$ cat src/rtl/or_mux_sequencer.sv
// Sweeps the four A/B combinations into a downstream OR-using-mux stage,
// holds each for HOLD_CYCLES cycles, and scores the returned Out against A|B.
module or_mux_sequencer #(
    parameter int HOLD_CYCLES = 100
) (
    input  logic       clk,
    input  logic       rst,
    input  logic       start,
    output logic       A,
    output logic       B,
    input  logic       Out,
    output logic       busy,
    output logic       done,
    output logic       pass,
    output logic [2:0] err_count,
    output logic [1:0] first_fail_idx,
    output logic [1:0] vec_idx
);

    typedef enum logic [1:0] {IDLE, DRIVE, DONE} state_t;

    localparam logic [15:0] LAST_CNT = 16'(HOLD_CYCLES - 1);

    state_t      state_q, state_d;
    logic [15:0] hold_cnt, hold_cnt_d;
    logic        a_d, b_d, busy_d, done_d, pass_d;
    logic [2:0]  err_d;
    logic [1:0]  ffi_d, vec_d;

    logic sample, last_vec, mismatch;

    // Out is only trusted on the final cycle of each hold window.
    assign sample   = (state_q == DRIVE) && (hold_cnt == LAST_CNT);
    assign last_vec = (vec_idx == 2'd3);
    assign mismatch = (Out != (A | B));

    always_ff @(posedge clk) begin
        if (rst) state_q <= IDLE;
        else     state_q <= state_d;
    end

    always_comb begin
        state_d = state_q;
        case (state_q)
            IDLE:    if (start) state_d = DRIVE;
            DRIVE:   if (sample && last_vec) state_d = DONE;
            DONE:    if (start) state_d = DRIVE;
            default: state_d = IDLE;
        endcase
    end

    always_comb begin
        a_d        = A;
        b_d        = B;
        busy_d     = busy;
        done_d     = done;
        pass_d     = pass;
        err_d      = err_count;
        ffi_d      = first_fail_idx;
        vec_d      = vec_idx;
        hold_cnt_d = hold_cnt;
        case (state_q)
            IDLE, DONE: begin
                if (start) begin
                    a_d        = 1'b0;
                    b_d        = 1'b0;
                    busy_d     = 1'b1;
                    done_d     = 1'b0;
                    pass_d     = 1'b0;
                    err_d      = '0;
                    ffi_d      = '0;
                    vec_d      = '0;
                    hold_cnt_d = '0;
                end
            end
            DRIVE: begin
                hold_cnt_d = hold_cnt + 16'd1;
                if (sample) begin
                    if (mismatch) begin
                        err_d = err_count + 3'd1;
                        if (err_count == 3'd0) ffi_d = vec_idx;
                    end
                    hold_cnt_d = '0;
                    if (last_vec) begin
                        a_d    = 1'b0;
                        b_d    = 1'b0;
                        vec_d  = '0;
                        busy_d = 1'b0;
                        done_d = 1'b1;
                        pass_d = (err_d == 3'd0);
                    end else begin
                        // Vector index bits map directly onto {A,B}.
                        vec_d = vec_idx + 2'd1;
                        a_d   = vec_d[1];
                        b_d   = vec_d[0];
                    end
                end
            end
            default: ;
        endcase
    end

    always_ff @(posedge clk) begin
        if (rst) begin
            A              <= 1'b0;
            B              <= 1'b0;
            busy           <= 1'b0;
            done           <= 1'b0;
            pass           <= 1'b0;
            err_count      <= '0;
            first_fail_idx <= '0;
            vec_idx        <= '0;
            hold_cnt       <= '0;
        end else begin
            A              <= a_d;
            B              <= b_d;
            busy           <= busy_d;
            done           <= done_d;
            pass           <= pass_d;
            err_count      <= err_d;
            first_fail_idx <= ffi_d;
            vec_idx        <= vec_d;
            hold_cnt       <= hold_cnt_d;
        end
    end

endmodule

$ cat config.mk
export PLATFORM = sky130hd
export DESIGN_NAME = or_mux_sequencer
export DESIGN_NICKNAME = d
export VERILOG_FILES = /design/src/rtl/or_mux_sequencer.sv
export SDC_FILE = /design/constraint.sdc
export NUM_CORES = 1
export LEC_CHECK = 0
export BUFFER_PORTS_ARGS = -buffer_cell sky130_fd_sc_hd__buf_4
export CAP_MARGIN = 15
export CORE_MARGIN = 2
export CORE_UTILIZATION = 25
export DETAILED_ROUTE_END_ITERATION = 8
export PLACE_DENSITY_LB_ADDON = 0.1
export REMOVE_ABC_BUFFERS = 1
export SLEW_MARGIN = 20
export SYNTH_ARGS = -nofsm -noshare
export SYNTH_HDL_FRONTEND = slang
export SYNTH_SLANG_ARGS = --single-unit
$ cat constraint.sdc
create_clock -name clk -period 3.32 [get_ports clk]
set_clock_uncertainty 0.1 [all_clocks]
set_input_delay 0 -clock clk [delete_from_list [all_inputs] [get_ports clk]]
set_output_delay 0 -clock clk [all_outputs]
set_load 0.05 [all_outputs]
==> flow_summary.ini <==
[routing]
drc = 0
totalWireLength_mm = 3.48
avgRoutedWirePerCell_um = 13.1
vias = 1330
avgViaCountPerCell = 5.02
ant_nets = 0
drt_iter0_drc = 69
dr.pass1.iters = 4

[pwr]
peakVddDrop_mv = 0.123
p_seq_share_pct = 58.6
p_int_mw = 0.438
clockPowerShare_pct = 31.9
p_sw_mw = 0.146
switching_share_pct = 24.9
power_mw = 0.584
power_density_mw_per_mm2 = 341
leakage_nw = 0.625
combPwrFrac_pct = 9.5

[worst_setup_path]
crit_type = reg2reg
critPathCaptureType = flip-flop
crit_fanout = 5
path_depth = 6
reg2reg_from = hold_cnt[0]
reg2reg_slack_ns = 0.79
critPathSlowestCell = dlygate4sd3_1
cp_data_required_time_ns = 3.44
crit_arrival_ns = 2.65
cp_top_family = simple AND/OR/NAND/NOR gates
max_stage_delay_ns = 0.56
startpoint_type = flip-flop
crit_chain = ha_1, nand4b_1, nor4_1, nand3_1, a21oi_1, dlygate4sd3_1
rr_endpoint = state_q[1]
crit_path_end = state_q[1]
cp-startpoint = hold_cnt[0]
reg2regPathDepth = 6
worstPathBufferInverterCount = 1

[clock_network]
clockRootBuffer = clkbuf_8
clk_pin_slew_worst_paths_ns = 0.09
h-tree-depth = 1
clk_path_buf_depth = 2
cts_tree = built
clk_latency_ns = 0.27
cts.sinks = 28
cts_made_buffers = 3

[floorplan]
die_y_um = 80.8
core_area_mm2 = 0.00561
dieArea_mm2 = 0.00653
die_x_um = 80.8
initial_core_util_pct = 26.3
fp-row-count = 27
pin_count = 16

[finish]
drive_above_1_share_pct = 14.0
diodes = 0
nNetsFinal = 204
area_growth_pct = 16.0
design_area_mm2 = 0.00171
finish.utilization_pct = 30.5

[placed_design]
routabilityCongestion = 0.716
post-place-ws_ns = 0.963
dpl-instance-area_mm2 = 0.00164
hpwl_mm = 2.63
io_buffers = 15

[logic_synthesis]
synth_top_cell_by_area = dfxtp_1
synth-main-ff-cell = dfxtp_1
syn_avg_cell_area_um2 = 8.29
ys_top_cells_by_area = dfxtp_1 (38%), o21ai_1 (6.1%), nor2_1 (5.1%)
synth_warnings = 0
ys_seq_area_share_pct = 38.0
ys_types = 39
syn_area_mm2 = 0.00148
synth_edf_count = 0
netlist.area_leader.share_pct = 38.0
synth_cells = 178
async_reset_ff_share_pct = 0
ys_seq_elements = 28

[timing]
relSlewSlack_pct = 41.5
finalSetupViolCount = 0
slew_violations = 0
rsz0062_at_grt = false
timing.final.crit_share_pct = 76.3
fmax_mhz = 395
fin_ws_ns = 0.787
tightest_slew_ns = 0.870
period_minus_slack_ns = 2.53
fin_tns_setup_ns = 0
final-hold-violation-count = 0

[grt]
first_global_vias = 1289
grt_pass1_wl_mm = 5.97
grt_overflow_total = 0
grt_max_degree = 20
antenna_found_initial = 0
grt_usage_pct = 11.7

[run]
cap_violations = 0

[run_status]
outcome = complete, no violations

[worst_hold_path]
hp-class = in2reg
-- cells by family after synthesis --
group | Yosys count | share of synthesized area (%)
flops | 28 | 38.0
buf+inv | 11 | 4.07
compound gates | 49 | 22.3
simple gates | 82 | 29.6
xor+xnor | 3 | 1.78
fa+ha+maj | 5 | 4.24
-- final cells by class --
class / count / area (µm²)
tap: 72 / 90.1
fill: 613 / 3900
inverter: 4 / 15.0
sequential: 28 / 561
timing repair buffer: 19 / 150
multi-input combinational: 139 / 855
clock buffer: 3 / 41.3
-- synthesized netlist by cell type, types with 4 or more instances --
cell type / n
o21ai_1: 18
nand3_1: 14
nand2b_1: 4
dfxtp_1: 28
nand2_1: 15
nor2b_1: 5
ha_1: 5
nor2_1: 20
inv_1: 4
nor3_1: 7
a21oi_1: 11
o31ai_1: 5
-- per-layer routing --
layer	GRT usage (%)	wire length, µm	up-vias	share of wire [%]
li1	-	-	679	-
met1	15.0	1720	638	49
met2	19.4	1680	11	48
met3	2.00	57	2	1.6
met4	4.41	25	0	0.72
met5	0	0	-	0
-- through the flow --
step / hold slack, ns / instances
final: 0.155 / 265
after global placement: 0.176 / 259
after detailed placement: 0.188 / 259
after CTS: 0.154 / 265
after global routing: 0.194 / 265
after floorplan: -0.0309 / 171
-- worst min-delay path, stage by stage --
cell     delay, ns
buf_4         0.09
xnor2_1       0.14
nand4_2       0.19
o31ai_2       0.06
-- layout by cell type, fill, tap and decap left out, types with 3 or more instances in the layout --
| master | count |
|---|---|
| o31ai_1 | 5 |
| nor3_1 | 7 |
| dfxtp_1 | 28 |
| nand2b_1 | 4 |
| clkbuf_8 | 3 |
| dlygate4sd3_1 | 3 |
| buf_4 | 16 |
| a21oi_1 | 11 |
| a31oi_1 | 3 |
| ha_1 | 5 |
| inv_1 | 4 |
| nand3_1 | 14 |
| nand2_1 | 15 |
| nor2b_1 | 5 |
| nor2_1 | 20 |
| o21ai_1 | 18 |
| and3_1 | 3 |
-- registers in the layout, indices dropped and copies added (netlist names) --
name            cells
pass                1
B                   1
A                   1
done                1
hold_cnt           16
busy                1
err_count           3
first_fail_idx      2
state_q             2
-- power by group through the flow --
| stage | sequential (mW) | clock [mW] | combinational (mW) |
|---|---|---|---|
| after floorplan | 0.353 | 0 | 0.0327 |
| after global placement | 0.350 | 0 | 0.0545 |
| after detailed placement | 0.350 | 0 | 0.0550 |
| after CTS | 0.342 | 0.197 | 0.0571 |
| after global routing | 0.343 | 0.215 | 0.0635 |
| final | 0.342 | 0.186 | 0.0557 |
-- what timing repair did --
action                                 in CTS  in global routing
buffers inserted                            0                  0
gates resized for setup                     0                  0
endpoints found under the hold margin      14                  0
hold buffers                                3                  0
-- how the worst min path moves through the flow --
stage          depth (start not counted)  start  slack [ns]                end
3_3_place_gp                           4  start        0.18         state_q[1]
2_1_floorplan                          1    rst       -0.03                  A
4_1_cts                                4    Out        0.15  first_fail_idx[0]
3_5_place_dp                           4  start        0.19         state_q[1]
6_report                               4    Out        0.16  first_fail_idx[0]
5_1_grt                                4    Out        0.19  first_fail_idx[0]
Note: power is estimated with default switching activity, not from simulation.
